--- src/rtl/counter_pkg.sv ---
// Shared constants for the loadable counter: default widths and the reset count value.
package counter_pkg;

    localparam int          DEFAULT_ADDRESS_WIDTH = 16;
    localparam int          DEFAULT_DATA_WIDTH    = 16;
    localparam int unsigned RESET_COUNT           = 0;

endpackage : counter_pkg

--- src/rtl/counter_w_load.sv ---
// Up-counter with active-low parallel load (priority over enable) and a registered wrap pulse.
// Latency: load/increment visible right after the edge; no backpressure, enable is the only throttle.
module counter_w_load
    import counter_pkg::*;
#(
    parameter int ADDRESS_WIDTH = DEFAULT_ADDRESS_WIDTH,
    parameter int DATA_WIDTH    = DEFAULT_DATA_WIDTH
) (
    input  logic                     clock,
    input  logic                     reset_n,
    input  logic                     load,
    input  logic                     enable,
    input  logic [ADDRESS_WIDTH-1:0] address,
    output logic [DATA_WIDTH-1:0]    data,
    output logic                     wrap
);

    logic [DATA_WIDTH-1:0] load_value;

    // Narrow the load value to the count width: truncate when wider, zero-extend when narrower.
    generate
        if (ADDRESS_WIDTH > DATA_WIDTH) begin : g_truncate
            logic unused_address_hi;
            assign unused_address_hi = ^address[ADDRESS_WIDTH-1:DATA_WIDTH];
            assign load_value        = address[DATA_WIDTH-1:0];
        end else if (ADDRESS_WIDTH == DATA_WIDTH) begin : g_direct
            assign load_value = address;
        end else begin : g_extend
            assign load_value = {{(DATA_WIDTH-ADDRESS_WIDTH){1'b0}}, address};
        end
    endgenerate

    always_ff @(posedge clock or negedge reset_n) begin
        if (!reset_n) begin
            data <= DATA_WIDTH'(RESET_COUNT);
            wrap <= 1'b0;
        end else if (!load) begin
            // A load never reports a wrap, even when the loaded value is zero.
            data <= load_value;
            wrap <= 1'b0;
        end else if (enable) begin
            data <= data + DATA_WIDTH'(1);
            wrap <= &data;
        end else begin
            wrap <= 1'b0;
        end
    end

endmodule : counter_w_load

--- config.mk ---
export PLATFORM = sky130hd
export DESIGN_NAME = counter_w_load
export DESIGN_NICKNAME = d
export VERILOG_FILES = /design/src/rtl/counter_pkg.sv /design/src/rtl/counter_w_load.sv
export SDC_FILE = /design/constraint.sdc
export NUM_CORES = 1
export LEC_CHECK = 0
export CORE_MARGIN = 8
export CORE_UTILIZATION = 37
export CTS_BUF_LIST = sky130_fd_sc_hd__clkbuf_8
export CTS_CLUSTER_SIZE = 10
export DETAILED_ROUTE_END_ITERATION = 6
export DONT_BUFFER_PORTS = 1
export MAX_ROUTING_LAYER = met4
export PLACE_DENSITY_LB_ADDON = 0.1
export SETUP_SLACK_MARGIN = 0.2
export SLEW_MARGIN = 0
export SYNTH_ARGS = -nofsm -noshare
export SYNTH_HDL_FRONTEND = slang
export SYNTH_SLANG_ARGS = --single-unit
--- constraint.sdc ---
create_clock -name clock -period 3.5 [get_ports clock]
set_clock_uncertainty 0.1 [all_clocks]
set_input_delay 0.35 -clock clock [delete_from_list [all_inputs] [get_ports clock]]
set_output_delay 0.35 -clock clock [all_outputs]
set_load 0.03 [all_outputs]
**Yosys cells after proc, flatten, opt, wreduce, memory -nomap -nowiden**

Index checks and enable logic that the tools add are counted.

- Register bits: 17
- Input port bits: 20
- Memory bits (read-only): 0
- Word-level logic and storage cells: 9
- Memories: 0
- Bits in latches: 0
- Output and inout bits: 17
- RAM bits: 0

- Bitwise operators: 0
- Muxes and demuxes: 4
- Shift operators: 0
- Div/mod/pow operators: 0
- Equal/unequal tests: 1
- $lt $le $gt $ge: 0
- Add/subtract/negate cells: 1
- $mul: 0
- Reduce and logical (&&, ||, !) cells: 1

Operator list:

| operator | count |
|---|---|
| $mux 16 | 2 |
| $add 16x1->16 const B | 1 |
| $reduce_and 16->1 | 1 |
| $mux 1 | 2 |
| $ne 2x1->1 const B | 1 |

**Depth between registers and ports, before layout**

Gate-level depths: netlist (run 1).

- Depth in word-level cells: 3
- Mapped depth: 5

**Worst setup path before layout (run 1)**

OpenSTA, ideal clock, no wires.

- Kind: register to register
- Start: register data[0]
- End: register data[14]
- Slack: 1.765 ns
- Cell stages (with the launch flop): 6
- Required time: 3.274 ns
- Period minus slack after synthesis: 1.735 ns
- Arrival time: 1.509 ns
- Cells stage by stage: dfrtp_1 > ha_1 > nand4_1 > nor4_2 > xnor2_1 > a21oi_1

- Cells in the longest elaborated chain, start to end: 3

Ends and longest elaborated chain:

| element | RTL line | text |
|---|---|---|
| start: declaration | counter_w_load.sv:14 | `output logic [DATA_WIDTH-1:0] data,` |
| start signal: assignment | counter_w_load.sv:35 | `data <= DATA_WIDTH'(RESET_COUNT);` |
| start signal: assignment | counter_w_load.sv:39 | `data <= load_value;` |
| start signal: assignment | counter_w_load.sv:42 | `data <= data + DATA_WIDTH'(1);` |
| $add 16x1->16 | counter_w_load.sv:42 |  |
| $mux 16 | counter_w_load.sv:41 | `end else if (enable) begin` |
| $mux 16 | counter_w_load.sv:37 | `end else if (!load) begin` |

No other way between the ends. The select of a mux whose other input is x is not followed.
A chain may end at the register's enable or synchronous reset.

**Worst setup path in the final report (run 1)**

Same ends and word-level chain as after synthesis.

==> results of run 1 <==
## power by group
| group | leakage [nW] | switching [mW] | internal (mW) |
|---|---|---|---|
| clock | 0.0269 | 0.0648 | 0.0778 |
| sequential | 0.193 | 0.0768 | 0.215 |
| combinational | 0.149 | 0.0307 | 0.0310 |
## layer usage
layer  routed length (µm)  GRT usage [%]  vias to the layer above
met2                  940           15.9                       24
met3                  181           4.03                        4
li1                     -              -                      346
met4                   37           6.27                        0
met1                 1000           12.2                      310
met5                    0              -                        -
## kinds of logic (layout without fill, tap and decap cells)
group                      Yosys count  count (layout)  share of synthesized area (%)
xor gates and xnor gates            14              14                           12.8
muxes                                1               1                           1.04
and+or+nand+nor                     42              42                           25.4
DFF                                 17              17                           44.3
adders and majority gates            1               1                           1.30
buffers and inverters                6               6                           6.13
AOI/OAI and AO/OA                   17              17                           9.00
## cells in the mapped netlist
cell type        number  share of area [%]
and3_1                1               0.65
and4_1                2                1.8
nand4_1               5                3.3
ha_1                  1                1.3
mux2i_1               1                1.0
xnor2_1               9                8.2
and4_2                1                1.0
nor4_2                2                2.6
nand4_4               1                2.2
buf_6                 1                1.2
a31oi_1               1               0.65
xor2_1                5                4.6
clkdlybuf4s50_2       1                1.2
o21ai_0               1               0.52
a21oi_1              15                7.8
clkbuf_8              2                2.9
nor3_1                2                1.0
buf_2                 1               0.52
nand2_1               5                2.0
nor2_1               17                6.6
nand3_1               3                1.6
dfrtp_1              17                 44
inv_1                 1               0.39
nand4_2               1                1.3
nor4_1                2                1.3
## worst paths after layout
kind,from,endpoint,slack [ps],depth (start not counted)
worst max-delay path,data[0],data[14],1560,5
worst min-delay path,load,data[15],80,1
max in group asynchronous,reset_n,data[13],2290,1
worst min register to register,data[14],wrap,680,1
worst max register to register,data[0],data[14],1560,5
min in group asynchronous,reset_n,data[8],520,1
## flip-flops by register name, summed over array words and instances, names as in the netlist
register  count
data         16
wrap          1
## worst reg2reg max path: cells and delay by family, from the launching register on
kind	cells	cell delay (ps)
AND/OR/NAND/NOR	2	610
AO/OA/AOI/OAI	1	80
XOR/XNOR	1	160
adder cells (fa/ha/maj)	1	270
flip-flops	1	600
## per-stage QoR
stage	total power [mW]	worst slack [ps]
detailed placement	0.355	1570
global route	0.526	1420
floorplan	0.347	1770
global placement	0.353	1660
CTS	0.505	1550
finish	0.496	1560
## area by class of cell
type	count	share of cell area, %
Inverter	1	0.376
Tap cell	30	3.76
Clock buffer	3	4.14
Sequential cell	17	42.7
Multi-Input combinational cell	75	47.7
Clock inverter	1	0.376
Timing Repair Buffer	1	1.00
## repair_timing
action	in CTS	in global routing
setup endpoints to repair	0	0
hold endpoints to repair	17	0
gates resized for setup	0	0
hold buffers	1	0
==> results.json, run 1 <==
{
  "layout_common_cells": "17 x nor2_1, 17 x dfrtp_1, 15 x a21oi_1, 9 x xnor2_1",
  "cts_root_buffer": "clkbuf_8",
  "grt.overflow.total": 0,
  "cp_num_buf_inv": 0,
  "wl_per_cell_um": 16.9,
  "post_cts_buffers": 0,
  "die_w_um": 66.9,
  "maxCapViolCount": 0,
  "p_leak_nw": 0.368,
  "worstPathArrival_ps": 1980,
  "worst-setup-path-type": "reg2reg",
  "antenna_found_initial": 0,
  "die_area_um2": 4480,
  "min_period_over_period_pct": 55.5,
  "die_h_um": 66.9,
  "worstSetupStartpointType": "flop",
  "start_util_pct": 38.7,
  "hold_path.class": "in2reg",
  "cts.sinks": 17,
  "post-route-min-period_ps": 1940,
  "clockBufferDepth": 2,
  "timing.setup.tns_ps": 0,
  "status": "finished clean",
  "vias": 684,
  "tritoncts": "yes",
  "via_per_inst": 5.34,
  "critPathTopFamily": "simple AND/OR/NAND/NOR gates",
  "syn_area_um2": 960,
  "finalSetupViolations": 0,
  "place_congestion": 0.709,
  "fmax_mhz": 515,
  "relSlewSlack_pct": 48.0,
  "htreeDepth": 1,
  "layoutNonFillerInstCount": 128,
  "rsz0062_at_grt": "no",
  "vdd_drop_max_mv": 0.213,
  "dp.cells": 123,
  "path_cells": "ha_1 -> nand4_1 -> nor4_2 -> xnor2_1 -> a21oi_1",
  "ys_types": 25,
  "drt_pre_antenna_iters": 4,
  "stdcell_area_um2": 997,
  "nets": 120,
  "syn_inst": 98,
  "hpwlAfterDp_mm": 1.61,
  "fillers": 253,
  "syn_avg_cell_area_um2": 9.79,
  "powerDensity_nw_per_um2": 498,
  "area_growth_pct": 3.91,
  "clk-insertion-delay-late_ps": 250,
  "first_iter_violations": 21,
  "antenna_cells": 0,
  "drc": 0,
  "core_um2": 2480,
  "yosys_warnings": 0,
  "ant_nets": 0,
  "critPathMaxStageDelay_ps": 600,
  "io_pins": 37,
  "placedInstanceArea_um2": 942,
  "utilization_pct": 40.3,
  "grt_pass1_vias": 717,
  "hold_violations": 0,
  "crit_slowest_cell": "dfrtp_1",
  "grt_max_degree": 34,
  "hold_slack_ps": 77.0,
  "seqCellArea_um2": 425,
  "multiInputGateArea_um2": 475,
  "path_clk_slew_ps": 70,
  "worstMarginPinSlew_ps": 778,
  "cts_buffers": 3,
  "track_usage_pct": 10.8,
  "drive_above_1_share_pct": 8.16,
  "rows": 18,
  "grt_first_pass_wirelength_mm": 3.56,
  "final_max_slew_viol_count": 0,
  "port_buffers": 0,
  "synth_nets": 119,
  "cp-end-kind": "flop",
  "cp_max_fo": 5,
  "yosysSeqAreaShare_pct": 44.3,
  "totalWireLength_mm": 2.16,
  "synth-seq-cells": 17,
  "worstPathRequired_ps": 3540
}
Note: power is estimated with default switching activity, not from simulation.
==> run 2, diff against run 1 <==
clock period = 1.9 ns   (was 3.5 ns; I/O delays follow)
==> results.json, run 2 (synthesized netlist as in run 1, its figures left out) <==
{
  "powerDensity_nw_per_um2": 804,
  "cp_max_fo": 8,
  "wl_per_cell_um": 15.7,
  "r2r-start": "data[5]",
  "die_h_um": 66.9,
  "antenna_found_initial": 0,
  "largest_reg_flops": 16,
  "rsz0062_at_grt": "no",
  "hold_violations": 0,
  "hpwlAfterDp_mm": 1.72,
  "ant_nets": 0,
  "fillers": 238,
  "seqCellArea_um2": 428,
  "reg_top3": "data x16, wrap x1",
  "utilization_pct": 50.4,
  "worstPathArrival_ps": 1570,
  "grt.overflow.total": 0,
  "grt_first_pass_wirelength_mm": 3.97,
  "critPathMaxStageDelay_ps": 470,
  "comb_power_share_pct": 28.5,
  "nets": 148,
  "cts_buffers": 3,
  "drt_pre_antenna_iters": 4,
  "post_cts_buffers": 0,
  "status": "finished clean",
  "via_per_inst": 5.24,
  "drive_above_1_share_pct": 19.0,
  "place_congestion": 0.736,
  "seq_power_share_pct": 44.7,
  "post-route-min-period_ps": 1580,
  "max_flop_register": "data",
  "antenna_cells": 0,
  "p_leak_nw": 0.490,
  "fmax_mhz": 635,
  "rows": 18,
  "cts.sinks": 17,
  "crit_slowest_cell": "dfrtp_1",
  "worst-setup-path-type": "reg2reg",
  "relSlewSlack_pct": 41.3,
  "switching_share_pct": 34.2,
  "worstMarginPinSlew_ps": 877,
  "rrSetupSlack_ps": 320,
  "tritoncts": "yes",
  "layout_common_cells": "17 x nor2_1, 16 x dlygate4sd3_1, 15 x a21oi_1, 15 x dfrtp_1, 13 x buf_4",
  "vdd_drop_max_mv": 0.484,
  "worstHoldStart": "load",
  "vias": 818,
  "grt_max_degree": 25,
  "clk-insertion-delay-late_ps": 250,
  "start_util_pct": 38.7,
  "track_usage_pct": 11.8,
  "finalSetupViolations": 0,
  "maxCapViolCount": 0,
  "first_iter_violations": 28,
  "cts_root_buffer": "clkbuf_8",
  "rr_endpoint": "data[15]",
  "cp-end-kind": "flop",
  "multiInputGateArea_um2": 475,
  "path_cells": "nand4_4 -> nor4_1 -> xnor2_1 -> a21oi_1",
  "worstPathRequired_ps": 1890,
  "holdPathEnd": "data[3]",
  "die_area_um2": 4480,
  "power.share.clock_pct": 26.8,
  "core_um2": 2480,
  "htreeDepth": 1,
  "layout_commonest_cell": "nor2_1",
  "grt_pass1_vias": 841,
  "io_pins": 37,
  "intPower_uw": 661,
  "die_w_um": 66.9,
  "path_clk_slew_ps": 70,
  "hold_depth": 2,
  "final_max_slew_viol_count": 0,
  "totalWireLength_mm": 2.45,
  "power.net_switching_uw": 343,
  "clockBufferDepth": 2,
  "cts_resized": 0,
  "hold_path.class": "in2reg",
  "timing.setup.tns_ps": 0,
  "port_buffers": 0,
  "worstSetupStartpointType": "flop",
  "area_growth_pct": 30.1,
  "drc": 0,
  "min_period_over_period_pct": 82.9,
  "rr_worst_depth": 4
}
run 2: what timing repair did:
| item | CTS | global route |
|---|---|---|
| hold endpoints to repair | 33 | 0 |
| endpoints found under the setup margin | 0 | 1 |
| hold buffers | 16 | 0 |
run 2: how the worst max path moves through the flow:
stage          cells after the start  slack [ps]        to     from
2_1_floorplan                      5         280  data[14]  data[0]
3_3_place_gp                       5         400  data[14]  data[0]
3_5_place_dp                       5         350  data[14]  data[0]
4_1_cts                            5         280  data[14]  data[0]
5_1_grt                            5         200  data[15]  data[0]
6_report                           4         320  data[15]  data[5]
run 2: layout make-up:
class,count,area share [%]
repair buffers,29,20.6
flip-flops and latches,17,34.3
well taps,30,3.01
clock buffers,3,3.31
multi-input cells,75,38.1
clock inverters,1,0.401
inverters,1,0.301
run 2: power by group through the flow:
| stage | Combinational, mW | Clock, mW | Sequential (mW) |
|---|---|---|---|
| finish | 0.286 | 0.269 | 0.448 |
| detailed placement | 0.248 | 0 | 0.455 |
| floorplan | 0.111 | 0 | 0.530 |
| global route | 0.312 | 0.291 | 0.453 |
| global placement | 0.246 | 0 | 0.455 |
| CTS | 0.290 | 0.281 | 0.448 |
run 2: stage by stage:
stage	setup WS [ps]	cell area [µm²]	cells	hold WS, ps	power, mW
2_1_floorplan	282	962	98	-206	0.641
3_3_place_gp	403	1040	136	-205	0.701
3_5_place_dp	350	1040	136	-205	0.703
4_1_cts	283	1250	156	0.183	1.02
5_1_grt	200	1250	156	9.70	1.06
6_report	325	1250	156	3.03	1.00
run 2: critical path: cells and delay by family (launching register included):
kind            cells  cell delay (ps)
simple gates        2              600
flops               1              470
xor+xnor            1              170
compound gates      1               80
run 2: layer usage:
metal	part of all wire (%)	track usage [%]
met5	0	-
met4	0.33	4.70
met3	6.9	2.35
met2	47	17.4
met1	46	15.3
